==> src/rtl/cdb_arbiter_if.sv <==
// Common data bus arbiter interface: FU result requests in, one-hot grant back,
// registered CDB broadcast out.
// Port summary: fu_* request/payload bundle (FU side), fu_grant, cdb_* broadcast.
// Modports: slave = arbiter view, master = FU/consumer view.
`ifndef XLEN
`define XLEN 32
`endif
`ifndef PRF_LEN
`define PRF_LEN 6
`endif
`ifndef ROB_LEN
`define ROB_LEN 5
`endif
`ifndef SD
`define SD
`endif

interface cdb_arbiter_if #(
    parameter int NUM_FU = 4
);
    localparam int IDX_W = $clog2(NUM_FU);

    logic [NUM_FU-1:0]                fu_valid;
    logic [NUM_FU-1:0][`XLEN-1:0]     fu_value;
    logic [NUM_FU-1:0][`PRF_LEN-1:0]  fu_prf_idx;
    logic [NUM_FU-1:0][`ROB_LEN-1:0]  fu_rob_idx;
    logic [NUM_FU-1:0][`XLEN-1:0]     fu_PC;
    logic [NUM_FU-1:0]                fu_grant;

    logic                             cdb_valid;
    logic [`XLEN-1:0]                 cdb_value;
    logic [`PRF_LEN-1:0]              cdb_prf_idx;
    logic [`ROB_LEN-1:0]              cdb_rob_idx;
    logic [`XLEN-1:0]                 cdb_PC;
    logic [IDX_W-1:0]                 cdb_fu_idx;

    modport slave (
        input  fu_valid, fu_value, fu_prf_idx, fu_rob_idx, fu_PC,
        output fu_grant,
        output cdb_valid, cdb_value, cdb_prf_idx, cdb_rob_idx, cdb_PC, cdb_fu_idx
    );

    modport master (
        output fu_valid, fu_value, fu_prf_idx, fu_rob_idx, fu_PC,
        input  fu_grant,
        input  cdb_valid, cdb_value, cdb_prf_idx, cdb_rob_idx, cdb_PC, cdb_fu_idx
    );
endinterface

==> src/rtl/cdb_arbiter.sv <==
// Purpose: picks one requesting FU per cycle and broadcasts its result on the CDB.
// Latency: grant is combinational in cycle t; the broadcast is registered and visible in t+1.
// Backpressure: un-granted FUs simply keep fu_valid high; squash/reset suppress all grants.
//
// Ports: clock, reset (sync, active-high), squash (flush), cdb (cdb_arbiter_if.slave).
// Build option: CDB_ROUND_ROBIN_EN defined -> round-robin with a rotating priority
// pointer; undefined -> fixed priority, lowest FU index wins, no pointer state.
module cdb_arbiter #(
    parameter int NUM_FU = 4
) (
    input  logic          clock,
    input  logic          reset,
    input  logic          squash,
    cdb_arbiter_if.slave  cdb
);
    localparam int IDX_W = $clog2(NUM_FU);

    // Requests are masked here so neither a flush nor reset can ever produce a grant.
    logic [NUM_FU-1:0] req;
    logic              gnt_any;
    logic [IDX_W-1:0]  gnt_idx;

    assign req = (reset || squash) ? '0 : cdb.fu_valid;

`ifdef CDB_ROUND_ROBIN_EN
    localparam logic [IDX_W:0] NUM_FU_W = (IDX_W+1)'(NUM_FU);

    logic [IDX_W-1:0] ptr_q, ptr_d;
    logic [IDX_W:0]   scan;

    // Scan upward from ptr; one extra bit on scan lets the modulo wrap work
    // for NUM_FU values that are not powers of two.
    always_comb begin
        gnt_any = 1'b0;
        gnt_idx = '0;
        scan    = '0;
        for (int k = 0; k < NUM_FU; k++) begin
            scan = {1'b0, ptr_q} + (IDX_W+1)'(k);
            if (scan >= NUM_FU_W) begin
                scan = scan - NUM_FU_W;
            end
            if (!gnt_any && req[scan[IDX_W-1:0]]) begin
                gnt_any = 1'b1;
                gnt_idx = scan[IDX_W-1:0];
            end
        end
    end

    // Winner gets lowest priority next time; pointer only moves on a real grant.
    always_comb begin
        ptr_d = ptr_q;
        if (gnt_any) begin
            ptr_d = (gnt_idx == IDX_W'(NUM_FU-1)) ? '0 : gnt_idx + 1'b1;
        end
    end

    always_ff @(posedge clock) begin
        if (reset) begin
            ptr_q <= `SD '0;
        end else begin
            ptr_q <= `SD ptr_d;
        end
    end
`else
    always_comb begin
        gnt_any = 1'b0;
        gnt_idx = '0;
        for (int k = 0; k < NUM_FU; k++) begin
            if (!gnt_any && req[k]) begin
                gnt_any = 1'b1;
                gnt_idx = IDX_W'(k);
            end
        end
    end
`endif

    always_comb begin
        cdb.fu_grant = '0;
        if (gnt_any) begin
            cdb.fu_grant[gnt_idx] = 1'b1;
        end
    end

    // Broadcast registers: payload holds when nothing is granted, only valid drops.
    logic                cdb_valid_q,   cdb_valid_d;
    logic [`XLEN-1:0]    cdb_value_q,   cdb_value_d;
    logic [`PRF_LEN-1:0] cdb_prf_idx_q, cdb_prf_idx_d;
    logic [`ROB_LEN-1:0] cdb_rob_idx_q, cdb_rob_idx_d;
    logic [`XLEN-1:0]    cdb_PC_q,      cdb_PC_d;
    logic [IDX_W-1:0]    cdb_fu_idx_q,  cdb_fu_idx_d;

    always_comb begin
        cdb_valid_d   = gnt_any;
        cdb_value_d   = cdb_value_q;
        cdb_prf_idx_d = cdb_prf_idx_q;
        cdb_rob_idx_d = cdb_rob_idx_q;
        cdb_PC_d      = cdb_PC_q;
        cdb_fu_idx_d  = cdb_fu_idx_q;
        if (gnt_any) begin
            cdb_value_d   = cdb.fu_value[gnt_idx];
            cdb_prf_idx_d = cdb.fu_prf_idx[gnt_idx];
            cdb_rob_idx_d = cdb.fu_rob_idx[gnt_idx];
            cdb_PC_d      = cdb.fu_PC[gnt_idx];
            cdb_fu_idx_d  = gnt_idx;
        end
    end

    always_ff @(posedge clock) begin
        if (reset) begin
            cdb_valid_q   <= `SD 1'b0;
            cdb_value_q   <= `SD '0;
            cdb_prf_idx_q <= `SD '0;
            cdb_rob_idx_q <= `SD '0;
            cdb_PC_q      <= `SD '0;
            cdb_fu_idx_q  <= `SD '0;
        end else begin
            cdb_valid_q   <= `SD cdb_valid_d;
            cdb_value_q   <= `SD cdb_value_d;
            cdb_prf_idx_q <= `SD cdb_prf_idx_d;
            cdb_rob_idx_q <= `SD cdb_rob_idx_d;
            cdb_PC_q      <= `SD cdb_PC_d;
            cdb_fu_idx_q  <= `SD cdb_fu_idx_d;
        end
    end

    assign cdb.cdb_valid   = cdb_valid_q;
    assign cdb.cdb_value   = cdb_value_q;
    assign cdb.cdb_prf_idx = cdb_prf_idx_q;
    assign cdb.cdb_rob_idx = cdb_rob_idx_q;
    assign cdb.cdb_PC      = cdb_PC_q;
    assign cdb.cdb_fu_idx  = cdb_fu_idx_q;
endmodule

==> src/flat_wrapper.sv <==
// flat-port wrapper written by rule: the top's interface ports become plain ports
module cdb_arbiter_flat 
#(
    parameter int NUM_FU = 4
)
  (clock, reset, squash, cdb_fu_valid, cdb_fu_value, cdb_fu_prf_idx, cdb_fu_rob_idx, cdb_fu_PC, cdb_fu_grant, cdb_cdb_valid, cdb_cdb_value, cdb_cdb_prf_idx, cdb_cdb_rob_idx, cdb_cdb_PC, cdb_cdb_fu_idx);
  cdb_arbiter_if #(.NUM_FU(NUM_FU)) cdb_i ();
  input  logic clock;
  input  logic reset;
  input  logic squash;
  input wire logic [$bits(cdb_i.fu_valid)-1:0] cdb_fu_valid;
  input wire logic [$bits(cdb_i.fu_value)-1:0] cdb_fu_value;
  input wire logic [$bits(cdb_i.fu_prf_idx)-1:0] cdb_fu_prf_idx;
  input wire logic [$bits(cdb_i.fu_rob_idx)-1:0] cdb_fu_rob_idx;
  input wire logic [$bits(cdb_i.fu_PC)-1:0] cdb_fu_PC;
  output wire logic [$bits(cdb_i.fu_grant)-1:0] cdb_fu_grant;
  output wire logic [$bits(cdb_i.cdb_valid)-1:0] cdb_cdb_valid;
  output wire logic [$bits(cdb_i.cdb_value)-1:0] cdb_cdb_value;
  output wire logic [$bits(cdb_i.cdb_prf_idx)-1:0] cdb_cdb_prf_idx;
  output wire logic [$bits(cdb_i.cdb_rob_idx)-1:0] cdb_cdb_rob_idx;
  output wire logic [$bits(cdb_i.cdb_PC)-1:0] cdb_cdb_PC;
  output wire logic [$bits(cdb_i.cdb_fu_idx)-1:0] cdb_cdb_fu_idx;
  assign cdb_i.fu_valid = cdb_fu_valid;
  assign cdb_i.fu_value = cdb_fu_value;
  assign cdb_i.fu_prf_idx = cdb_fu_prf_idx;
  assign cdb_i.fu_rob_idx = cdb_fu_rob_idx;
  assign cdb_i.fu_PC = cdb_fu_PC;
  assign cdb_fu_grant = cdb_i.fu_grant;
  assign cdb_cdb_valid = cdb_i.cdb_valid;
  assign cdb_cdb_value = cdb_i.cdb_value;
  assign cdb_cdb_prf_idx = cdb_i.cdb_prf_idx;
  assign cdb_cdb_rob_idx = cdb_i.cdb_rob_idx;
  assign cdb_cdb_PC = cdb_i.cdb_PC;
  assign cdb_cdb_fu_idx = cdb_i.cdb_fu_idx;
  cdb_arbiter #(.NUM_FU(NUM_FU)) u_core (.clock(clock), .reset(reset), .squash(squash), .cdb(cdb_i));
endmodule
==> config.mk <==
export PLATFORM = sky130hd
export DESIGN_NAME = cdb_arbiter_flat
export DESIGN_NICKNAME = d
export VERILOG_FILES = /design/src/rtl/cdb_arbiter_if.sv /design/src/rtl/cdb_arbiter.sv /design/src/flat_wrapper.sv
export SDC_FILE = /design/constraint.sdc
export NUM_CORES = 1
export LEC_CHECK = 0
export ABC_CLOCK_PERIOD_IN_PS = 1300
export BUFFER_PORTS_ARGS = -buffer_cell sky130_fd_sc_hd__buf_2
export CORE_MARGIN = 2
export CORE_UTILIZATION = 25
export DETAILED_ROUTE_END_ITERATION = 8
export PLACE_DENSITY_LB_ADDON = 0.12
export SLEW_MARGIN = 20
export SYNTH_ARGS = -nofsm -noshare
export SYNTH_HDL_FRONTEND = slang
export SYNTH_SLANG_ARGS = --single-unit
==> constraint.sdc <==
create_clock -name clock -period 1.3 [get_ports clock]
set_input_delay 0.065 -clock clock [delete_from_list [all_inputs] [get_ports clock]]
set_output_delay 0.065 -clock clock [all_outputs]
set_load 0.02 [all_outputs]
Yosys cells after proc, flatten, opt, wreduce, memory -nomap -nowiden
Index checks and enable logic that the tools add are counted.
Widths: inputs -> output; s select.
- flip-flop bits (word level): 78
- magnitude comparators: 2
- mux-type cells: 19
- reduce and logical (&&, ||, !) cells: 8
- operator list (operator ; count):
    $bmux 32 s2 ; 2
    $mux 32 ; 2
    $bmux 6 s2 ; 1
    $bmux 5 s2 ; 1
    $mux 4 ; 2
    $mux 1 ; 6
    $mux 6 ; 1
    $mux 5 ; 1
    $logic_and 1x1->1 ; 4
    $mux 2 ; 2
    $logic_not 1->1 ; 3
    $lt 2x3->1 const B ; 1
    $demux 1 s2 ; 1
    $ge 2x1->1 const B ; 1
    $logic_or 1x1->1 ; 1

Depth between registers and ports, before layout
- depth after elaboration: 17
- mapped depth: 8
- gate-level depth less buffers: 4

Least setup slack after synthesis
No wires, ideal clock.
- path type: input port to output port
- start point: input port cdb_fu_valid[2]
- end point: output port cdb_fu_grant[3]
- arrival: 1.287 ns
- data required time: 1.235 ns
- setup slack: -0.052 ns
- stages on the path: 6
- path buffers: 4
- cells stage by stage: buf_4 > nor2b_1 > buf_2 > buf_6 > buf_2 > nor3b_1
- word-level cells in the longest chain between the ends: 11
- elaborated cells between the ends (all ways): 14
- ends and longest elaborated chain (item ; line ; text):
    start, declared ; flat_wrapper.sv:11 ; input wire logic [$bits(cdb_i.fu_valid)-1:0] cdb_fu_valid;
    $mux 4 (*) ; cdb_arbiter.sv:23 ; assign req = (reset || squash) ? '0 : cdb.fu_valid;
    $logic_and 1x1->1 (*) ; cdb_arbiter.sv:69 ; if (!gnt_any && req[k]) begin
    $mux 1 ; cdb_arbiter.sv:69 ;
    $logic_not 1->1 ; cdb_arbiter.sv:69 ;
    $logic_and 1x1->1 ; cdb_arbiter.sv:69 ;
    $mux 2 ; cdb_arbiter.sv:69 ;
    $lt 2x3->1 (not written as such) or $ge 2x1->1 (tied branches) ; cdb_arbiter.sv:80 ; cdb.fu_grant[gnt_idx] = 1'b1;
    $logic_and 1x1->1 (not written as such) ; cdb_arbiter.sv:80 ;
    $mux 1 (not written as such) ; cdb_arbiter.sv:80 ;
    $demux 1 s2 ; -- ;
    $mux 4 (*) ; cdb_arbiter.sv:79 ; if (gnt_any) begin
    end, declared ; flat_wrapper.sv:16 ; output wire logic [$bits(cdb_i.fu_grant)-1:0] cdb_fu_grant;
Mark *: on every way between the ends. The rest lies on a longest branch, timed or not.

Worst setup path after layout
- start point: input port cdb_fu_valid[0]
- end point: register u_core.cdb_PC_q[5], in the netlist u_core.cdb.cdb_PC[5]
- word-level cells in the longest chain between the ends: 13
- elaborated cells between the ends (all ways): 16
- ends and longest elaborated chain (item ; line ; text):
    $mux 4 (*) ; cdb_arbiter.sv:23 ;
    $mux 1 (*) ; cdb_arbiter.sv:69 ;
    $logic_not 1->1 ; cdb_arbiter.sv:69 ;
    $logic_and 1x1->1 ; cdb_arbiter.sv:69 ;
    $mux 1 ; cdb_arbiter.sv:69 ;
    $logic_not 1->1 ; cdb_arbiter.sv:69 ;
    $logic_and 1x1->1 ; cdb_arbiter.sv:69 ;
    $mux 1 ; cdb_arbiter.sv:69 ;
    $logic_not 1->1 ; cdb_arbiter.sv:69 ;
    $logic_and 1x1->1 ; cdb_arbiter.sv:69 ;
    $mux 2 ; cdb_arbiter.sv:69 ;
    $bmux 32 s2 ; cdb_arbiter.sv:103 ; cdb_PC_d = cdb.fu_PC[gnt_idx];
    $mux 32 (not written as such) ; cdb_arbiter.sv:103 ;
    end signal, assigned ; cdb_arbiter.sv:114 ; cdb_PC_q <= `SD '0;
    end signal, assigned ; cdb_arbiter.sv:121 ; cdb_PC_q <= `SD cdb_PC_d;
    end, declared ; cdb_arbiter.sv:89 ; logic [`XLEN-1:0] cdb_PC_q, cdb_PC_d;
Mark *: on every way between the ends. The rest lies on a longest branch, timed or not. The select of a mux whose other input is x is not followed.
A chain may end at the register's enable or synchronous reset.

==> out/qor.log <==
qor: run_status.status finished clean
qor: critical_path.criticalPathCategory input port to register
qor: floorplan.dieArea 0.0246 mm2
qor: sta.setup_ws 0.137 ns
qor: clock_network.cts_buffers 9
qor: routing.met3RoutedLength 1.81 mm
qor: critical_path.number_of_buffers_and_inverters_on_the_critical_path 2
qor: global_route.grt_first_pass_wirelength 35.9 mm
qor: critical_path.cp_data_required_time 1.55 ns
qor: finish.register_area 0.00156 mm2
qor: power.power.density_cell_area 896 mW/mm2
qor: floorplan.die_h 157 um
qor: clock_network.worst_skew_pair.late_latency 0.34 ns
qor: finish.multiInputGateArea 0.00335 mm2
qor: routing.top_signal_layer_used met5
qor: clock_network.cts_sinks 78
qor: sta.final_slew_viol_count 0
qor: floorplan.initial_core_util 0.257
qor: routing.ant_nets 0
qor: sta.period_minus_slack 1.16 ns
qor: routing.dr.first_iter.drc_count 275
qor: global_route.antenna_found_initial 1
qor: routing.post_drt_wl_per_cell 16.7 um
qor: finish.diodes 0
qor: sta.skew 0 ns
qor: flow_run.max-cap-violations 0
qor: routing.route.vias.total 6895
qor: critical_path.worst_ep_arrival_time 1.41 ns
qor: sta.rsz0062_at_grt false
qor: sta.setup_violations 0
qor: routing.met1_length 10.0 mm
qor: clock_network.htree_num_levels 3
qor: floorplan.ioPinCount 389
qor: critical_path.slowest_stage or2_4
qor: sta.period_share 0.895
qor: placed_design.port_buffers 388
qor: global_route.grt_overflow 0
qor: clock_network.cts_tree yes
qor: yosys.synth.lib_cells_used.distinct 28
qor: global_route.grt_util_all_layers 0.187
qor: floorplan.floorplan.core_area 0.0228 mm2
qor: critical_path.crit_family compound AO/OA/AOI/OAI gates
qor: power.p_int 5020 uW
qor: critical_path.critPathLaunchType input port
qor: yosys.synth_seq_area_share 0.267
qor: routing.detailed_router_iteration_count_before_antenna_repair 5
qor: sta.final_hold_viol_count 0
qor: power.power_frac_seq 0.365
qor: power.net_switching 2680 uW
qor: routing.drc 0
qor: yosys.asyncSetResetFlopFracSynth 0
qor: finish.fill_cells 2485
qor: finish.finish.utilization 0.377
qor: finish.area_growth_syn_to_layout 46.9%
qor: clock_network.cts_root_buf clkbuf_16
qor: power.peakVddDrop 463 uV
qor: power.cellLeakagePower 0.00482 uW
qor: critical_path.timing.critical_path.to_type register
qor: global_route.grt_start_max_net_pins 60
qor: global_route.vias_in_the_first_global_route 6551
qor: floorplan.placement_rows 55
qor: yosys.yosysWarningCount 0
qor: placed_design.placement.setup.worst_slack -0.159 ns
qor: sta.setup_tns 0 ns
qor: floorplan.die-width 157 um
qor: placed_design.gpl.final_weighted_congestion 0.778
qor: placed_design.dp.final_hpwl 18.4 mm
qor: yosys.synth_enable_flop_cells 0
qor: sta.worst_slew_margin_relative_to_its_limit 0.568
qor: yosys.synth_fp_nets 1082
qor: clock_network.cts.clk_slew.worst_paths 0.07 ns
qor: sta.fmax 860 MHz
qor: yosys.syn_avg_cell_area 7.55 um2
qor: yosys.syn_area 0.00585 mm2
qor: routing.wl 24.3 mm
qor: critical_path.timing.critical_path.slowest_cell_delay 0.37 ns
qor: finish.final_layout_size_suffix_gt1_frac 0.417
qor: clock_network.max-clock-path-buffers 2
qor: yosys.synth.ff_latch_count 78
qor: sta.tightest_slew 0.648 ns
qor: power.combinational_power_share 0.324
qor: critical_path.crit_fanout 36
qor: power.power.switching_fraction 0.348
qor: routing.drt-vias-per-instance 4.73
qor: routing.met2WireLength 12.1 mm
qor: finish.final_net_count 1448
qor: critical_path.path_cells buf_2, or2_4, buf_12, a221oi_1, nor2_1, o32ai_1
qor: yosys.postSynthCellCount 775
qor: power.clock_share_of_power 0.311
qor: yosys.synth_flop_cell dfxtp_1
qor: worst_hold_path.worstHoldPathType input port to register
worst reg2reg max path: cells and delay by family, from the launching register on:
kind             cells  cell delay, ns
AND/OR/NAND/NOR      1            0.08
AO/OA/AOI/OAI        1            0.25
flip-flops           1            0.42
flip-flops by register name, summed over array words and instances (netlist names):
| register | cells |
|---|---|
| u_core.cdb.cdb_PC | 32 |
| u_core.cdb.cdb_fu_idx | 2 |
| u_core.cdb.cdb_prf_idx | 6 |
| u_core.cdb.cdb_rob_idx | 5 |
| u_core.cdb.cdb_valid | 1 |
| u_core.cdb.cdb_value | 32 |
final timing paths:
| check | from | endpoint | slack [ns] | depth (start not counted) |
|---|---|---|---|---|
| max | cdb_fu_valid[0] | u_core.cdb.cdb_PC[5] | 0.14 | 6 |
| min | cdb_fu_PC[49] | u_core.cdb.cdb_PC[17] | 0.009 | 3 |
| max reg2reg | u_core.cdb.cdb_PC[6] | u_core.cdb.cdb_PC[6] | 0.47 | 2 |
| min reg2reg | u_core.cdb.cdb_fu_idx[0] | u_core.cdb.cdb_fu_idx[0] | 0.49 | 2 |
final cells by class:
cell class,instances,area share
clock buffers,11,0.0271
clock inverters,5,0.00422
inverters,152,0.0664
multi-input cells,468,0.390
flip-flops and latches,78,0.182
well taps,313,0.0456
repair buffers,432,0.286
timing repair:
| item | CTS | global route |
|---|---|---|
| endpoints found under the setup margin | 1 | 1 |
| setup buffers | 0 | 0 |
| resized for setup | 1 | 0 |
| endpoints found under the hold margin | 4 | 0 |
| hold buffers | 6 | 0 |
cells by family (layout without fill, tap and decap cells):
kind of cell	count (synthesis)	count (layout)	synth area share
compound gates	231	231	0.328
buf+inv	229	600	0.166
flops	78	78	0.267
mux	75	75	0.128
simple gates	162	162	0.111
per-layer routing:
metal,up-vias,global-route usage
li1,3463,-
met1,3123,0.219
met2,283,0.338
met3,24,0.0479
met4,2,0.0467
met5,-,0
layout by cell type (no fill, tap or decap):
cell type      netlist  final
buf_2               21    386
inv_1              152    152
nor2_1             151    151
dfxtp_1             78     78
mux2i_1             75     75
o32ai_1             75     75
o21ai_0             68     68
a221oi_1            45     45
a221oi_2            30     30
buf_4                6     27
buf_12               0     13
clkbuf_16            0      9
o21ai_1              8      8
dlygate4sd3_1        0      6
clkinvlp_4           0      3
nor3_1               2      2
or2_4                1      2
a21oi_1              2      2
clkbuf_1            37      2
and2_1               1      1
and3b_1              1      1
nor2b_4              0      1
nor3b_2              0      1
nor4_2               1      1
nor2_4               1      1
o21ai_4              0      1
or2_1                2      1
a21oi_4              0      1
a211oi_1             1      1
clkinv_4             0      1
clkinv_2             0      1
power groups by stage:
stage / clock network, uW / logic (uW) / registers [uW]
6_report: 2400 / 2500 / 2810
4_1_cts: 2490 / 2540 / 2810
5_1_grt: 2570 / 2750 / 2850
3_5_place_dp: 0 / 2520 / 2860
3_3_place_gp: 0 / 2510 / 2860
2_1_floorplan: 0 / 1100 / 3140
cells in the mapped netlist (all sizes together), types with 2 or more instances:
library cell,n,area share
dfxtp,78,0.27
buf,37,0.041
a221oi,75,0.14
o21ai,77,0.066
mux2i,75,0.13
nor2,152,0.099
nor3,2,0.0017
or2,3,0.0036
o32ai,75,0.11
a21oi,3,0.0032
inv,152,0.097
clkbuf,40,0.028
through the flow:
step	hold slack [ns]	cell area (um2)	total power, uW	std cells
after floorplan	0.249	5860	4240	775
after global placement	0.353	8270	5370	1438
after detailed placement	0.357	8270	5380	1438
after CTS	0.000706	8600	7830	1460
after global routing	0.00519	8600	8160	1459
final	0.00857	8600	7700	1459
No activity file was read; power rests on OpenSTA's default activity.
